File: src/rtl/keypad_debounce_ctrl_if.sv
// Keypad front-end bundle: raw key lines and enable toward the controller,
// encoded digit, strobe and status flags back to the time-entry logic.
interface keypad_debounce_ctrl_if #(
  parameter int NKEYS = 10
);
  logic             enable;
  logic [NKEYS-1:0] keys;
  logic [3:0]       code;
  logic             valid;
  logic             pressed;
  logic             multi;

  modport master (
    output enable, keys,
    input  code, valid, pressed, multi
  );

  modport slave (
    input  enable, keys,
    output code, valid, pressed, multi
  );
endinterface

File: src/rtl/keypad_debounce_ctrl.sv
// Microwave keypad controller: qualifies a stable key pattern, emits one
// priority-encoded digit strobe per press, then waits for a debounced release.
module keypad_debounce_ctrl #(
  parameter int NKEYS    = 10,
  parameter int DEBOUNCE = 3
) (
  input  logic                  clk,
  input  logic                  clear,
  keypad_debounce_ctrl_if.slave kp
);

  localparam int             CW   = $clog2(DEBOUNCE + 1);
  localparam logic [CW-1:0]  LAST = CW'(DEBOUNCE - 1);

  typedef enum logic [1:0] {
    S_IDLE     = 2'd0,
    S_DEBOUNCE = 2'd1,
    S_EMIT     = 2'd2,
    S_WAIT_REL = 2'd3
  } state_t;

  state_t           r_state;
  logic [NKEYS-1:0] r_sample;
  logic [CW-1:0]    r_count;
  logic [3:0]       r_code;
  logic             r_valid;
  logic             r_pressed;
  logic             r_multi;

  logic [NKEYS-1:0] w_keys;
  logic             w_keys_any;
  logic             w_keys_match;

  // Lowest set index wins, so scan from the top and let lower bits overwrite.
  function automatic logic [3:0] lowest_index(input logic [NKEYS-1:0] v);
    logic [3:0] idx;
    idx = 4'd0;
    for (int i = NKEYS - 1; i >= 0; i--) begin
      if (v[i]) begin
        idx = 4'(i);
      end
    end
    return idx;
  endfunction

  function automatic logic several_set(input logic [NKEYS-1:0] v);
    return |(v & (v - {{(NKEYS-1){1'b0}}, 1'b1}));
  endfunction

  assign w_keys       = kp.keys;
  assign w_keys_any   = |w_keys;
  assign w_keys_match = (w_keys == r_sample);

  always_ff @(posedge clk) begin
    if (clear) begin
      r_state   <= S_IDLE;
      r_sample  <= '0;
      r_count   <= '0;
      r_code    <= 4'd0;
      r_valid   <= 1'b0;
      r_pressed <= 1'b0;
      r_multi   <= 1'b0;
    end else begin
      r_valid <= 1'b0;
      case (r_state)
        S_IDLE: begin
          if (kp.enable && w_keys_any) begin
            r_sample  <= w_keys;
            r_count   <= '0;
            r_pressed <= 1'b1;
            r_state   <= S_DEBOUNCE;
          end else begin
            r_count <= '0;
          end
        end
        S_DEBOUNCE: begin
          if (!kp.enable || !w_keys_match) begin
            r_count   <= '0;
            r_pressed <= 1'b0;
            r_state   <= S_IDLE;
          end else if (r_count == LAST) begin
            r_valid <= 1'b1;
            r_code  <= lowest_index(r_sample);
            r_multi <= several_set(r_sample);
            r_state <= S_EMIT;
          end else begin
            r_count <= r_count + CW'(1);
          end
        end
        S_EMIT: begin
          r_count <= '0;
          r_state <= S_WAIT_REL;
        end
        S_WAIT_REL: begin
          // enable is deliberately ignored here so a held key cannot re-trigger
          if (w_keys_any) begin
            r_count <= '0;
          end else if (r_count == LAST) begin
            r_count   <= '0;
            r_pressed <= 1'b0;
            r_state   <= S_IDLE;
          end else begin
            r_count <= r_count + CW'(1);
          end
        end
        default: begin
          r_count   <= '0;
          r_pressed <= 1'b0;
          r_state   <= S_IDLE;
        end
      endcase
    end
  end

  assign kp.code    = r_code;
  assign kp.valid   = r_valid;
  assign kp.pressed = r_pressed;
  assign kp.multi   = r_multi;

endmodule

File: src/flat_wrapper.sv
// flat-port wrapper written by rule: the top's interface ports become plain ports
module keypad_debounce_ctrl_flat 
#(
  parameter int NKEYS    = 10,
  parameter int DEBOUNCE = 3
)
  (clk, clear, kp_enable, kp_keys, kp_code, kp_valid, kp_pressed, kp_multi);
  keypad_debounce_ctrl_if #(.NKEYS(NKEYS)) kp_i ();
  input  logic clk;
  input  logic clear;
  input wire logic [$bits(kp_i.enable)-1:0] kp_enable;
  input wire logic [$bits(kp_i.keys)-1:0] kp_keys;
  output wire logic [$bits(kp_i.code)-1:0] kp_code;
  output wire logic [$bits(kp_i.valid)-1:0] kp_valid;
  output wire logic [$bits(kp_i.pressed)-1:0] kp_pressed;
  output wire logic [$bits(kp_i.multi)-1:0] kp_multi;
  assign kp_i.enable = kp_enable;
  assign kp_i.keys = kp_keys;
  assign kp_code = kp_i.code;
  assign kp_valid = kp_i.valid;
  assign kp_pressed = kp_i.pressed;
  assign kp_multi = kp_i.multi;
  keypad_debounce_ctrl #(.NKEYS(NKEYS), .DEBOUNCE(DEBOUNCE)) u_core (.clk(clk), .clear(clear), .kp(kp_i));
endmodule
File: config.mk
export PLATFORM = sky130hd
export DESIGN_NAME = keypad_debounce_ctrl_flat
export DESIGN_NICKNAME = d
export VERILOG_FILES = /design/src/rtl/keypad_debounce_ctrl_if.sv /design/src/rtl/keypad_debounce_ctrl.sv /design/src/flat_wrapper.sv
export SDC_FILE = /design/constraint.sdc
export NUM_CORES = 1
export LEC_CHECK = 0
export CAP_MARGIN = 20
export CORE_ASPECT_RATIO = 0.75
export CORE_UTILIZATION = 51
export CTS_CLUSTER_SIZE = 24
export DETAILED_ROUTE_END_ITERATION = 12
export PLACE_DENSITY_LB_ADDON = 0.08
export REMOVE_ABC_BUFFERS = 1
export SLEW_MARGIN = 5
export SYNTH_ARGS = -nofsm -noshare
export SYNTH_HDL_FRONTEND = slang
export SYNTH_SLANG_ARGS = --single-unit
File: constraint.sdc
create_clock -name clk -period 2.25 [get_ports clk]
set_input_delay 0.45 -clock clk [delete_from_list [all_inputs] [get_ports clk]]
set_output_delay 0.45 -clock clk [all_outputs]
set_load 0.02 [all_outputs]
==> results of run 1 <==
[flip-flops by register name, indices dropped and copies added (netlist names), named ones only]
name               count
u_core.kp.valid        1
u_core.r_state         1
u_core.kp.code         4
u_core.kp.pressed      1
u_core.kp.multi        1
u_core.r_count         2
u_core.r_sample       10
[power by group]
group / internal, uW / leakage (uW) / switching, uW
Clock: 66.6 / 0.0000177 / 123
Combinational: 88.0 / 0.000386 / 74.1
Sequential: 385 / 0.000171 / 22.4
[final timing paths]
kind | start | to | slack (ns) | cells past startpoint
worst max register to register | u_core.r_sample[1] | u_core.kp.multi | 0.44 | 5
worst min register to register | u_core.kp.pressed | u_core.kp.pressed | 0.49 | 2
worst max-delay path | kp_keys[3] | u_core.r_count[1] | 0.20 | 6
worst min-delay path | u_core.kp.pressed | u_core.kp.pressed | 0.49 | 2
[per-layer routing]
metal  track usage  vias to the layer above
li1              -                      535
met1         0.323                      515
met2         0.414                       34
met3        0.0627                        4
met4        0.0927                        0
met5             0                        -
[metrics by stage]
| step | hold slack [ns] | instances | util | worst slack (ns) |
|---|---|---|---|---|
| after floorplan | 0.485 | 124 | - | -0.476 |
| after global placement | 0.468 | 181 | 0.717 | -0.0944 |
| after detailed placement | 0.475 | 181 | 0.717 | -0.188 |
| after CTS | 0.496 | 185 | 0.730 | 0.126 |
| after global routing | 0.507 | 185 | 0.733 | 0.0467 |
| final | 0.491 | 185 | 0.733 | 0.198 |
[repair_timing]
action | 4_1_cts | 5_1_grt
hold buffers | 0 | 0
gates resized for setup | 0 | 1
setup endpoints to repair | 0 | 3
[synth_stat cells (all sizes together)]
cell type and count:
dfxtp 21, nor2 18, mux2i 13, xnor2 10
inv 6, clkbuf 4, nand4 4, o21ai 4
a21oi 3, a221oi 3, ha 3, nand2 3
nor2b 3, nor3 3, nor4 3, or4 3
a211oi 2, a31oi 2, and3 2, maj3 2
nand2b 2, nand3 2, o21bai 2, a21boi 1
a311oi 1, and3b 1, buf 1, nand3b 1
nor3b 1, nor4b 1, o22ai 1, o31ai 1
o32a 1, o32ai 1
[kinds of logic (layout without fill, tap and decap cells)]
group / after synthesis / after routing / share of synthesized area
simple gates: 47 / 47 / 0.238
mux: 13 / 13 / 0.111
flops: 21 / 21 / 0.357
compound gates: 22 / 22 / 0.130
fa+ha+maj: 5 / 5 / 0.0489
buf+inv: 11 / 43 / 0.0414
xor+xnor: 10 / 10 / 0.0744
[critical path: stages]
cell and delay [ns]:
clkdlybuf4s50_1 0.43, or4_4 0.55, nor4_4 0.33, and3_1 0.23, nand2_1 0.06, a221oi_1 0.22
[area by class of cell]
| class | count | area (um2) | share of cell area |
|---|---|---|---|
| Sequential cell | 21 | 420 | 0.275 |
| Timing Repair Buffer | 33 | 308 | 0.201 |
| Clock inverter | 1 | 5.00 | 0.00328 |
| Multi-Input combinational cell | 97 | 719 | 0.471 |
| Clock buffer | 3 | 22.5 | 0.0147 |
| Inverter | 6 | 22.5 | 0.0147 |
| Tap cell | 24 | 30.0 | 0.0197 |
==> reports/results.txt, run 1 <==
Outcome = finished clean
Total GRT Usage = 0.252
Drt via density = 5.88
Fillers = 166
Nets = 178
H-Tree Depth = 1
Via count of the first global-routing pass = 1034
Met1 WL = 1270 um
I/O Buffers = 19
Chip height = 43.6 um
Die Wd = 57.5 um
Most common cell after layout, fill and taps aside = dfxtp_1
CTS tree = built
DPL Wire Length = 2190 um
FMAX = 0.487 GHz
Final cycle utilization of the critical path = 0.912
DRC Markers = 0
DRT Pass-1 Iters = 4
LEAKAGE = 0.000575 uW
Clock-pin slew on the worst setup and hold paths = 0.13 ns
Commonest non-fill, non-tap cells in the layout = dfxtp_1 (21), clkdlybuf4s50_1 (19), nor2_1 (18)
Ports = 20
Yosys Warn Count = 0
Row cnt = 14
Post-Route WL = 2810 um
Largest net degree at the start of global routing = 14
Routed length on met2 = 1340 um
Worst skew pair latency = 0.32 ns
Startpoint Class = primary input
First-pass GRT wire length = 4690 um
Synth top area share = 0.357
Largest area contributor in the netlist = dfxtp_1
Routed len/inst = 15.2 um
Via Count = 1088
Yosys reg bits = 21
Routed wl met3 = 168 um
ANT nets after route = 0
Critical path data required time = 2.47 ns
Die Area = 2510 um2
Post-synthesis sequential area ratio = 0.357
Tightest Hold Check Type = register to register
Pins Over Slew Limit = 0
Endpoints failing setup = 0
CP Class = primary input to register
PD cells = 497 nW/um2
Post-route cell area = 1530 um2
Post-synth cell types = 36
Core Area = 2080 um2
Syn Area/Cell = 9.13 um2
Mapped cell area = 1180 um2
Iteration-0 DRC Markers = 33
Accumulated negative setup slack = 0 ns
Final RePlAce weighted congestion = 0.832
Max Clock Skew = 0.00846 ns
N_diodes = 0
Setup crit end kind = register
RSZ-0062 raised after global routing = no
Max Cap Violations = 0
Worst Path Max Fanout = 5
Pwr Total = 760 uW
Top cells by area, synth = dfxtp_1 (36%), mux2i_1 (11%), xnor2_1 (7.4%), nor2_1 (5.7%), nor4_4 (3.6%)
Worst Max-Slew Pin Slew = 0.493 ns
CTS Buf Count = 3
Clk sink count = 21
Area delta synth->final = 29.8%
Initial Util = 0.565
Fin. Hold Viols = 0
Layout cells sized above 1 = 0.143
GR Overflow Total = 0
Placed cell areas = 1500 um2
Max IR drop VDD = 364 uV
Minimum clock period after layout = 2.05 ns
Root Buffer = clkbuf_4
Cells after Synth = 129
WP data arrival = 2.28 ns
Slew margin rel. = 0.671
Top sig layer = met4
Initial antenna violation count = 0
Postcts setup bufs = 0
Clock tree buffer depth = 2
(Power assumes the default switching activity.)
==> run 2: changes to the inputs <==
--- a/config.mk
+++ b/config.mk
@@ -10,6 +10,7 @@
 export CORE_UTILIZATION = 51
 export CTS_CLUSTER_SIZE = 24
 export DETAILED_ROUTE_END_ITERATION = 12
+export MAX_ROUTING_LAYER = met4
 export PLACE_DENSITY_LB_ADDON = 0.08
 export REMOVE_ABC_BUFFERS = 1
 export SLEW_MARGIN = 5
==> results of run 2 <==
Final layout, timing and power as in run 1 (identical DEF).
Main changes from that run: final weighted congestion in routability-driven placement 0.832 -> 0.845; via count of the first global-routing pass 1034 -> 1032; overall routing resource usage 0.252 -> 0.260
